[src/rtl/pipe_stall_ctrl_if.sv]
// Stall-controller bundle: cache miss/ready handshakes and hazard inputs in,
// stage-register write enables, flush/bubble and status out.
interface pipe_stall_ctrl_if;
  logic        icache_miss;
  logic        icache_ready;
  logic        dcache_miss;
  logic        dcache_ready;
  logic        load_use;
  logic        branch_taken;
  logic        pc_we;
  logic        if_id_we;
  logic        id_ex_we;
  logic        ex_mem_we;
  logic        mem_wb_we;
  logic        if_id_flush;
  logic        id_ex_bubble;
  logic [31:0] stall_count;
  logic        timeout_err;

  // Controller side.
  modport master (
    input  icache_miss, icache_ready, dcache_miss, dcache_ready, load_use, branch_taken,
    output pc_we, if_id_we, id_ex_we, ex_mem_we, mem_wb_we, if_id_flush, id_ex_bubble,
    output stall_count, timeout_err
  );

  // Datapath / cache side.
  modport slave (
    output icache_miss, icache_ready, dcache_miss, dcache_ready, load_use, branch_taken,
    input  pc_we, if_id_we, id_ex_we, ex_mem_we, mem_wb_we, if_id_flush, id_ex_bubble,
    input  stall_count, timeout_err
  );
endinterface

[src/rtl/pipe_stall_ctrl.sv]
// Pipeline stall/flush controller: freezes, bubbles or flushes stage registers on cache
// misses and hazards, counts stalled cycles and flags miss timeouts.
module pipe_stall_ctrl #(
  parameter int unsigned MISS_TIMEOUT = 255
) (
  input logic                i_clk,
  input logic                i_reset,
  pipe_stall_ctrl_if.master  io_bus
);

  typedef enum logic [1:0] {StRun, StDmiss, StImiss} state_e;

  localparam logic [7:0]  TimeoutCnt = 8'(MISS_TIMEOUT);
  localparam logic [31:0] CountMax   = 32'hFFFF_FFFF;

  // Enable vector order: {pc, if_id, id_ex, ex_mem, mem_wb}.
  localparam logic [4:0] WeNormal = 5'b11111;
  localparam logic [4:0] WeFreeze = 5'b00000;
  localparam logic [4:0] WeImiss  = 5'b01111;
  localparam logic [4:0] WeLdUse  = 5'b00111;

  state_e      r_state;
  logic        r_imiss_pend;
  logic        r_imiss_done;
  logic [7:0]  r_wait_cnt;
  logic [31:0] r_stall_count;
  logic        r_timeout_err;

  state_e      w_state_d;
  logic        w_imiss_pend_d;
  logic        w_imiss_done_d;
  logic [7:0]  w_wait_cnt_d;
  logic [4:0]  w_we;
  logic        w_flush;
  logic        w_bubble;
  logic        w_fill_seen;

  // A fill arriving on the same cycle as the D-fill still counts as seen.
  assign w_fill_seen = r_imiss_done | io_bus.icache_ready;

  always_comb begin
    w_state_d      = r_state;
    w_imiss_pend_d = r_imiss_pend;
    w_imiss_done_d = r_imiss_done;
    w_we           = WeNormal;
    w_flush        = 1'b0;
    w_bubble       = 1'b0;

    case (r_state)
      StRun: begin
        if (io_bus.dcache_miss) begin
          w_we      = WeFreeze;
          w_state_d = StDmiss;
          if (io_bus.icache_miss) w_imiss_pend_d = 1'b1;
        end else if (io_bus.icache_miss) begin
          w_we      = WeImiss;
          w_flush   = 1'b1;
          w_state_d = StImiss;
        end else if (io_bus.branch_taken) begin
          w_flush  = 1'b1;
          w_bubble = 1'b1;
        end else if (io_bus.load_use) begin
          w_we     = WeLdUse;
          w_bubble = 1'b1;
        end
      end

      StDmiss: begin
        if (io_bus.dcache_ready) begin
          w_imiss_pend_d = 1'b0;
          w_imiss_done_d = 1'b0;
          if (r_imiss_pend && !w_fill_seen) begin
            w_we      = WeImiss;
            w_flush   = 1'b1;
            w_state_d = StImiss;
          end else begin
            w_state_d = StRun;
          end
        end else begin
          w_we = WeFreeze;
          if (io_bus.icache_ready) w_imiss_done_d = 1'b1;
        end
      end

      StImiss: begin
        if (io_bus.dcache_miss) begin
          w_we           = WeFreeze;
          w_imiss_pend_d = 1'b1;
          w_state_d      = StDmiss;
          if (io_bus.icache_ready) w_imiss_done_d = 1'b1;
        end else if (io_bus.icache_ready) begin
          w_state_d = StRun;
        end else begin
          w_we    = WeImiss;
          w_flush = 1'b1;
        end
      end

      default: begin
        w_we      = WeFreeze;
        w_state_d = StRun;
      end
    endcase
  end

  always_comb begin
    if (w_state_d != r_state && w_state_d != StRun) begin
      w_wait_cnt_d = 8'd0;
    end else if (r_state != StRun && r_wait_cnt != 8'hFF) begin
      w_wait_cnt_d = r_wait_cnt + 8'd1;
    end else begin
      w_wait_cnt_d = r_wait_cnt;
    end
  end

  always_ff @(posedge i_clk) begin
    if (i_reset) begin
      r_state       <= StRun;
      r_imiss_pend  <= 1'b0;
      r_imiss_done  <= 1'b0;
      r_wait_cnt    <= 8'd0;
      r_stall_count <= 32'd0;
      r_timeout_err <= 1'b0;
    end else begin
      r_state      <= w_state_d;
      r_imiss_pend <= w_imiss_pend_d;
      r_imiss_done <= w_imiss_done_d;
      r_wait_cnt   <= w_wait_cnt_d;
      if (r_wait_cnt == TimeoutCnt) r_timeout_err <= 1'b1;
      if (!w_we[4] && r_stall_count != CountMax) r_stall_count <= r_stall_count + 32'd1;
    end
  end

  // Reset holds every stage register frozen.
  always_comb begin
    io_bus.pc_we        = w_we[4] & ~i_reset;
    io_bus.if_id_we     = w_we[3] & ~i_reset;
    io_bus.id_ex_we     = w_we[2] & ~i_reset;
    io_bus.ex_mem_we    = w_we[1] & ~i_reset;
    io_bus.mem_wb_we    = w_we[0] & ~i_reset;
    io_bus.if_id_flush  = w_flush & ~i_reset;
    io_bus.id_ex_bubble = w_bubble & ~i_reset;
    io_bus.stall_count  = r_stall_count;
    io_bus.timeout_err  = r_timeout_err;
  end

endmodule

[src/flat_wrapper.sv]
// flat-port wrapper written by rule: the top's interface ports become plain ports
module pipe_stall_ctrl_flat 
#(
  parameter int unsigned MISS_TIMEOUT = 255
)
  (i_clk, i_reset, io_bus_icache_miss, io_bus_icache_ready, io_bus_dcache_miss, io_bus_dcache_ready, io_bus_load_use, io_bus_branch_taken, io_bus_pc_we, io_bus_if_id_we, io_bus_id_ex_we, io_bus_ex_mem_we, io_bus_mem_wb_we, io_bus_if_id_flush, io_bus_id_ex_bubble, io_bus_stall_count, io_bus_timeout_err);
  pipe_stall_ctrl_if io_bus_i ();
  input logic i_clk;
  input logic i_reset;
  input wire logic [$bits(io_bus_i.icache_miss)-1:0] io_bus_icache_miss;
  input wire logic [$bits(io_bus_i.icache_ready)-1:0] io_bus_icache_ready;
  input wire logic [$bits(io_bus_i.dcache_miss)-1:0] io_bus_dcache_miss;
  input wire logic [$bits(io_bus_i.dcache_ready)-1:0] io_bus_dcache_ready;
  input wire logic [$bits(io_bus_i.load_use)-1:0] io_bus_load_use;
  input wire logic [$bits(io_bus_i.branch_taken)-1:0] io_bus_branch_taken;
  output wire logic [$bits(io_bus_i.pc_we)-1:0] io_bus_pc_we;
  output wire logic [$bits(io_bus_i.if_id_we)-1:0] io_bus_if_id_we;
  output wire logic [$bits(io_bus_i.id_ex_we)-1:0] io_bus_id_ex_we;
  output wire logic [$bits(io_bus_i.ex_mem_we)-1:0] io_bus_ex_mem_we;
  output wire logic [$bits(io_bus_i.mem_wb_we)-1:0] io_bus_mem_wb_we;
  output wire logic [$bits(io_bus_i.if_id_flush)-1:0] io_bus_if_id_flush;
  output wire logic [$bits(io_bus_i.id_ex_bubble)-1:0] io_bus_id_ex_bubble;
  output wire logic [$bits(io_bus_i.stall_count)-1:0] io_bus_stall_count;
  output wire logic [$bits(io_bus_i.timeout_err)-1:0] io_bus_timeout_err;
  assign io_bus_i.icache_miss = io_bus_icache_miss;
  assign io_bus_i.icache_ready = io_bus_icache_ready;
  assign io_bus_i.dcache_miss = io_bus_dcache_miss;
  assign io_bus_i.dcache_ready = io_bus_dcache_ready;
  assign io_bus_i.load_use = io_bus_load_use;
  assign io_bus_i.branch_taken = io_bus_branch_taken;
  assign io_bus_pc_we = io_bus_i.pc_we;
  assign io_bus_if_id_we = io_bus_i.if_id_we;
  assign io_bus_id_ex_we = io_bus_i.id_ex_we;
  assign io_bus_ex_mem_we = io_bus_i.ex_mem_we;
  assign io_bus_mem_wb_we = io_bus_i.mem_wb_we;
  assign io_bus_if_id_flush = io_bus_i.if_id_flush;
  assign io_bus_id_ex_bubble = io_bus_i.id_ex_bubble;
  assign io_bus_stall_count = io_bus_i.stall_count;
  assign io_bus_timeout_err = io_bus_i.timeout_err;
  pipe_stall_ctrl #(.MISS_TIMEOUT(MISS_TIMEOUT)) u_core (.i_clk(i_clk), .i_reset(i_reset), .io_bus(io_bus_i));
endmodule
[config.mk]
export PLATFORM = sky130hd
export DESIGN_NAME = pipe_stall_ctrl_flat
export DESIGN_NICKNAME = d
export VERILOG_FILES = /design/src/rtl/pipe_stall_ctrl_if.sv /design/src/rtl/pipe_stall_ctrl.sv /design/src/flat_wrapper.sv
export SDC_FILE = /design/constraint.sdc
export NUM_CORES = 1
export LEC_CHECK = 0
export CELL_PAD_IN_SITES_DETAIL_PLACEMENT = 1
export CELL_PAD_IN_SITES_GLOBAL_PLACEMENT = 1
export CORE_MARGIN = 5
export CORE_UTILIZATION = 41
export DETAILED_ROUTE_END_ITERATION = 7
export GPL_TIMING_DRIVEN = 1
export PLACE_DENSITY_LB_ADDON = 0.08
export SETUP_SLACK_MARGIN = 0.3
export SYNTH_ARGS = -nofsm -noshare
export SYNTH_HDL_FRONTEND = slang
export SYNTH_SLANG_ARGS = --single-unit
export TNS_END_PERCENT = 20
[constraint.sdc]
create_clock -name i_clk -period 4.1 [get_ports i_clk]
set_clock_uncertainty 0.15 [all_clocks]
set_input_delay 0.82 -clock i_clk [delete_from_list [all_inputs] [get_ports i_clk]]
set_output_delay 0.82 -clock i_clk [all_outputs]
set_load 0.03 [all_outputs]
==> results.sh, run 1 <==
export IMPL_fmax_mhz=310
export IMPL_post_synth_cell_area_avg_um2=8.39
export IMPL_fin_setup_tns_ps=0
export IMPL_synth_simple_gate_area_share_pct=33.0
export IMPL_synth_sequential_area_ratio_pct=36.4
export IMPL_synthXorXnorAreaFrac_pct=2.12
export IMPL_crit_arrival_ps=2250
export IMPL_first_global_vias=2430
export IMPL_cts_hold_buffers_added=0
export IMPL_yosys_warnings=0
export IMPL_initial_util_pct=42.0
export IMPL_die_area_um2=7690
export IMPL_synth_common_cells="dfxtp_1 (45), nor2_1 (33), a21oi_1 (28)"
export IMPL_synth_ff_latch_count=45
export IMPL_globalplace_congestion=0.750
export IMPL_clkPwrFrac_pct=37.3
export IMPL_design_final_nets=343
export IMPL_floorplan_rows=28
export IMPL_cpLargestDelayFamily="simple AND/OR/NAND/NOR gates"
export IMPL_rsz_0062_raised_after_global_routing="false"
export IMPL_slowest_cp_cell="clkdlybuf4s50_1"
export IMPL_cts_post_setup_buffers_inserted=0
export IMPL_first_iter_violations=75
export IMPL_synth_top_family_by_area="simple AND/OR/NAND/NOR gates"
export IMPL_netlist_top_cells_area="dfxtp_1 (36%), or4_1 (5.8%), a21oi_1 (5.7%)"
export IMPL_comb_power_share_pct=11.4
export IMPL_fp_dieH_um=87.7
export IMPL_route_final_wire_length_um=6720
export IMPL_synth_most_common_cell="dfxtp_1"
export IMPL_wl_per_cell_um=16.5
export IMPL_hold_viol=0
export IMPL_mappedNetlistArea_um2=2470
export IMPL_swShare_pct=25.7
export IMPL_routed_via_density=5.91
export IMPL_gr_usage_all_layers_pct=19.0
export IMPL_clock_slew_seen_by_the_registers_of_the_worst_setup_and_hold_paths_ps=80
export IMPL_worstPathCellList="clkdlybuf4s50_1 > nand3b_1 > or2_2 > o21ai_2 > nor2b_1 > buf_4"
export IMPL_antenna_found_initial=0
export IMPL_gr_total_overflow=0
export IMPL_via_count=2410
export IMPL_cts_htree_levels=2
export IMPL_crit_buf_inv=2
export IMPL_power_density_cell_area_nw_per_um2=291
export IMPL_worstMarginPinSlew_ps=811
export IMPL_worst_hold_path_type="flop to flop"
export IMPL_placement_io_buffers=47
export IMPL_p_seq_share_pct=51.2
export IMPL_cts_resized=0
export IMPL_ys_types=49
export IMPL_final_antenna_net_count=0
export IMPL_synth_mux_area_share_pct=5.46
export IMPL_tritoncts="yes"
export IMPL_synth_adder_area_share_pct=1.01
export IMPL_criticalPathCategory="primary input to output port"
export IMPL_syn_instance_count=295
export IMPL_slew_headroom_pct=45.5
export IMPL_clk_insertion_delay_late_ps=300
export IMPL_post_layout_util_pct=51.8
export IMPL_clock_tree_root_cell="clkbuf_8"
export IMPL_max_cap_check_violation_count=0
export IMPL_drc=0
export IMPL_synth_top_area_share_pct=36.4
export IMPL_cpPeakStageDelay_ps=500
export IMPL_cp_max_fanout=5
export IMPL_total_design_power_mw=0.887
export IMPL_synth_top_area_cell="dfxtp_1"
export IMPL_finalSetupViolCount=0
export IMPL_synthesis_nets=305
export IMPL_r2r_slack_ps=1500
export IMPL_antenna_diode_count=0
export IMPL_maxSlewViolCount=0
export IMPL_synth_edff_count=0
export IMPL_internal_power_mw=0.659
export IMPL_result_of_the_run="finished, final reports clean"
export IMPL_p_sw_mw=0.228
export IMPL_power_leakage_nw=1.00
export IMPL_critPathRequiredTime_ps=3130
export IMPL_min_tclk_post_route_ps=3220
export IMPL_post_synthesis_compound_gate_area_fraction_pct=16.9
export IMPL_die_width_um=87.7
export IMPL_grt_pass1_wl_um=11700
export IMPL_cts_sink_count=45
export IMPL_finalCritPeriodShare_pct=78.6
export IMPL_numCtsBuffers=5
export IMPL_fillers=704
export IMPL_worstSetupEndpointType="output port"
export IMPL_syn2layout_area_growth_pct=23.2
export IMPL_drive_gt1_share_pct=11.4
export IMPL_drt_pass1_iterations=4
export IMPL_synth_flop_cell="dfxtp_1"
export IMPL_timing_critical_path_from_type="primary input"
export IMPL_core_area_um2=5890
export IMPL_hpwlAfterDp_um=4780
export IMPL_ports_placed_on_the_boundary=48
export IMPL_irDropWorstVdd_v=0.000156
export IMPL_synthArstFlopShare_pct=0
export IMPL_largest_net_degree_at_the_start_of_global_routing=45
export IMPL_cts_buffer_depth=2
per-layer routing:
metal,GRT usage (%),part of all wire [%],up-vias
met1,24.1,47,1191
met5,0,0,-
li1,-,-,1187
met2,32.4,49,26
met3,3.95,2.7,6
met4,5.44,1.2,0
worst paths after layout:
check	from	to	cells after the start
worst max-delay path	io_bus_dcache_ready	io_bus_pc_we	6
worst min-delay path	u_core.io_bus.timeout_err	u_core.io_bus.timeout_err	2
worst max register to register	u_core.io_bus.stall_count[14]	u_core.io_bus.stall_count[15]	6
worst min register to register	u_core.io_bus.timeout_err	u_core.io_bus.timeout_err	2
tightest hold or removal path: cells and delay by family, from the launching register on:
| kind | cells | cell delay [ps] |
|---|---|---|
| DFF | 1 | 340 |
| and+or+nand+nor | 1 | 70 |
| AOI/OAI and AO/OA | 1 | 40 |
cell usage in the layout, fill, tap and decap left out, types with 2 or more instances in the layout:
cell type,synthesis,routed
a21oi_1,28,28
a22oi_1,2,2
a31oi_1,3,3
and3_1,3,3
and4_1,4,4
buf_4,2,10
clkbuf_8,0,5
clkdlybuf4s50_1,0,40
dfxtp_1,45,45
ha_1,2,2
inv_1,6,6
mux2_1,3,3
mux2_2,5,5
mux2_4,3,3
nand2_1,16,16
nand3_1,14,14
nand4_1,6,6
nand4_2,2,2
nor2_1,33,33
nor2b_1,10,10
nor3_1,4,4
nor3b_1,3,3
nor4_1,10,10
o2111ai_1,2,2
o21ai_0,4,3
o31ai_1,18,18
o41ai_1,2,2
or2_2,3,3
or3_1,4,4
or4_1,19,19
or4b_2,2,2
xnor2_1,4,4
xor2_1,2,2
layout make-up:
cell class / instances / area, um2 / share of cell area (%)
clock buffers: 5 / 68.8 / 2.26
flip-flops and latches: 45 / 901 / 29.6
repair buffers: 50 / 475 / 15.6
multi-input cells: 225 / 1450 / 47.6
clock inverters: 2 / 35.0 / 1.15
well taps: 75 / 93.8 / 3.08
inverters: 6 / 22.5 / 0.739
cell families (layout without fill, tap and decap cells):
family,count (synthesis),count (layout)
adders and majority gates,2,2
AOI/OAI and AO/OA,66,66
DFF,45,45
xor gates and xnor gates,6,6
muxes,11,11
buffers and inverters,25,63
and+or+nand+nor,140,140
power groups by stage:
stage / combinational, mW / sequential, mW / clock (mW)
2_1_floorplan: 0.0645 / 0.466 / 0
3_3_place_gp: 0.101 / 0.464 / 0
3_5_place_dp: 0.102 / 0.464 / 0
4_1_cts: 0.103 / 0.454 / 0.343
5_1_grt: 0.111 / 0.457 / 0.362
6_report: 0.101 / 0.454 / 0.331
stage by stage:
stage          cells  area, um2  setup WS [ps]  hold WS, ps
6_report         408       3050            876          331
5_1_grt          408       3050            716          378
4_1_cts          408       3050            867          340
3_5_place_dp     401       2940            877          319
3_3_place_gp     401       2940            923          310
2_1_floorplan    295       2470            784          317
flip-flops by register name (all words and copies together), names as in the netlist:
| signal | count |
|---|---|
| u_core.r_state | 2 |
| u_core.r_imiss_done | 1 |
| u_core.io_bus.timeout_err | 1 |
| u_core.r_imiss_pend | 1 |
| u_core.r_wait_cnt | 8 |
| u_core.io_bus.stall_count | 32 |
Note: power is estimated with default switching activity, not from simulation.
==> run 2: changes to the inputs <==
CORE_UTILIZATION = 38   (was 41)
clock period = 3 ns   (was 4.1 ns; I/O delays follow)
==> run 2 against run 1 <==
Compared with the run above:
- non-clock buffer count is 6 higher
- critical endpoint unchanged
- cell count rose by 2.2%
- via count about the same
- global-route usage decreased by 2.6 points
- total power up 34%
- die area rose by 7.0%
==> results.sh, run 2 (same netlist as run 1, synthesis figures left out) <==
export IMPL_clk_insertion_delay_late_ps=300
export IMPL_criticalPathCategory="primary input to output port"
export IMPL_cts_htree_levels=2
export IMPL_drc=0
export IMPL_placement_io_buffers=47
export IMPL_antenna_found_initial=0
export IMPL_power_density_cell_area_nw_per_um2=377
export IMPL_design_final_nets=349
export IMPL_r2r_worst_path_cells=5
export IMPL_ports_placed_on_the_boundary=48
export IMPL_layout_cells_most_common="dfxtp_1"
export IMPL_clock_tree_root_cell="clkbuf_8"
export IMPL_hpwlAfterDp_um=4810
export IMPL_finalCritPeriodShare_pct=91.0
export IMPL_hold_path_depth=2
export IMPL_worstSetupEndpointType="output port"
export IMPL_final_cell_mix="dfxtp_1 (45), clkdlybuf4s50_1 (39), nor2_1 (32)"
export IMPL_core_area_um2=6350
export IMPL_numCtsBuffers=5
export IMPL_final_area_um2=3160
export IMPL_timing_critical_path_from_type="primary input"
export IMPL_gr_total_overflow=0
export IMPL_die_area_um2=8230
export IMPL_cts_post_setup_buffers_inserted=0
export IMPL_syn2layout_area_growth_pct=27.5
export IMPL_min_tclk_post_route_ps=2730
export IMPL_post_layout_util_pct=49.7
export IMPL_routed_via_density=5.78
export IMPL_rsz_0062_raised_after_global_routing="true"
export IMPL_slew_headroom_pct=54.4
export IMPL_irDropWorstVdd_v=0.000241
export IMPL_globalplace_congestion=0.788
export IMPL_worstMarginPinSlew_ps=683
export IMPL_final_antenna_net_count=0
export IMPL_max_cap_check_violation_count=0
export IMPL_largest_net_degree_at_the_start_of_global_routing=39
export IMPL_maxSlewViolCount=0
export IMPL_cts_sink_count=45
export IMPL_drt_pass1_iterations=4
export IMPL_fp_dieH_um=90.7
export IMPL_initial_util_pct=39.0
export IMPL_via_count=2409
export IMPL_placement_setup_worst_slack_ps=116
export IMPL_largest_register_ff_count=32
export IMPL_gr_usage_all_layers_pct=16.4
export IMPL_clock_slew_seen_by_the_registers_of_the_worst_setup_and_hold_paths_ps=80
export IMPL_critPathRequiredTime_ps=2250
export IMPL_route_final_wire_length_um=6820
export IMPL_drive_gt1_share_pct=14.4
export IMPL_cts_buffer_depth=2
export IMPL_worst_hold_path_type="flop to flop"
export IMPL_first_global_vias=2392
export IMPL_hold_ws_ps=335
export IMPL_fmax_mhz=366
export IMPL_cp_max_fanout=5
export IMPL_first_iter_violations=79
export IMPL_power_leakage_nw=1.05
export IMPL_crit_arrival_ps=1980
export IMPL_hold_viol=0
export IMPL_fillers=763
export IMPL_finalSetupViolCount=0
export IMPL_result_of_the_run="finished, final reports clean"
export IMPL_antenna_diode_count=0
export IMPL_die_width_um=90.7
export IMPL_tritoncts="yes"
export IMPL_worst_slack_ps=269
export IMPL_floorplan_rows=29
export IMPL_detailed_place_area_um2=3030
export IMPL_fin_setup_tns_ps=0
export IMPL_wl_per_cell_um=16.4
export IMPL_grt_pass1_wl_um=11400
==> run 2: power breakdown <==
| group | switching (mW) | internal (mW) | leakage, nW | total (mW) |
|---|---|---|---|---|
| clock | 0.207 | 0.208 | 0.0542 | 0.415 |
| sequential | 0.0152 | 0.606 | 0.364 | 0.621 |
| combinational | 0.0914 | 0.0617 | 0.635 | 0.153 |
| total | 0.313 | 0.876 | 1.05 | 1.19 |
==> run 2: metrics by stage <==
stage / total power, mW / cells
6_report: 1.19 / 417
5_1_grt: 1.25 / 417
4_1_cts: 1.20 / 417
3_5_place_dp: 0.783 / 409
3_3_place_gp: 0.780 / 409
2_1_floorplan: 0.726 / 295
==> run 2: worst paths after layout <==
path,slack [ps],end,start
hold reg to reg,330,u_core.io_bus.timeout_err,u_core.io_bus.timeout_err
setup reg to reg,470,u_core.io_bus.stall_count[27],u_core.io_bus.stall_count[13]
hold / removal,330,u_core.io_bus.timeout_err,u_core.io_bus.timeout_err
setup / recovery,270,io_bus_pc_we,io_bus_dcache_miss
==> run 2: what timing repair did <==
item / in CTS / in global routing
gates resized for setup: 5 / 2
hold buffers: 0 / 0
endpoints found under the setup margin: 2 / 13
pin swaps: 0 / 2
==> run 2: critical path: stages <==
cell             delay, ps
clkdlybuf4s50_1        460
or2_2                  370
o21ai_4                220
nor2b_4                200
buf_6                  140
==> run 2: layout make-up <==
cell class	instances	area, um2	share of cell area [%]
clock inverter	1	5.00	0.159
multi-input combinational	225	1480	47.0
sequential	45	901	28.5
clock buffer	7	96.3	3.05
tap	77	96.3	3.05
timing repair buffer	56	552	17.5
inverter	6	22.5	0.714
==> run 2: routing by layer <==
metal,up-vias,routed length [um],global-route usage (%)
li1,1198,-,-
met1,1170,3440,21.6
met2,33,3100,26.9
met3,8,190,2.92
met4,0,89,5.33
met5,-,0,0
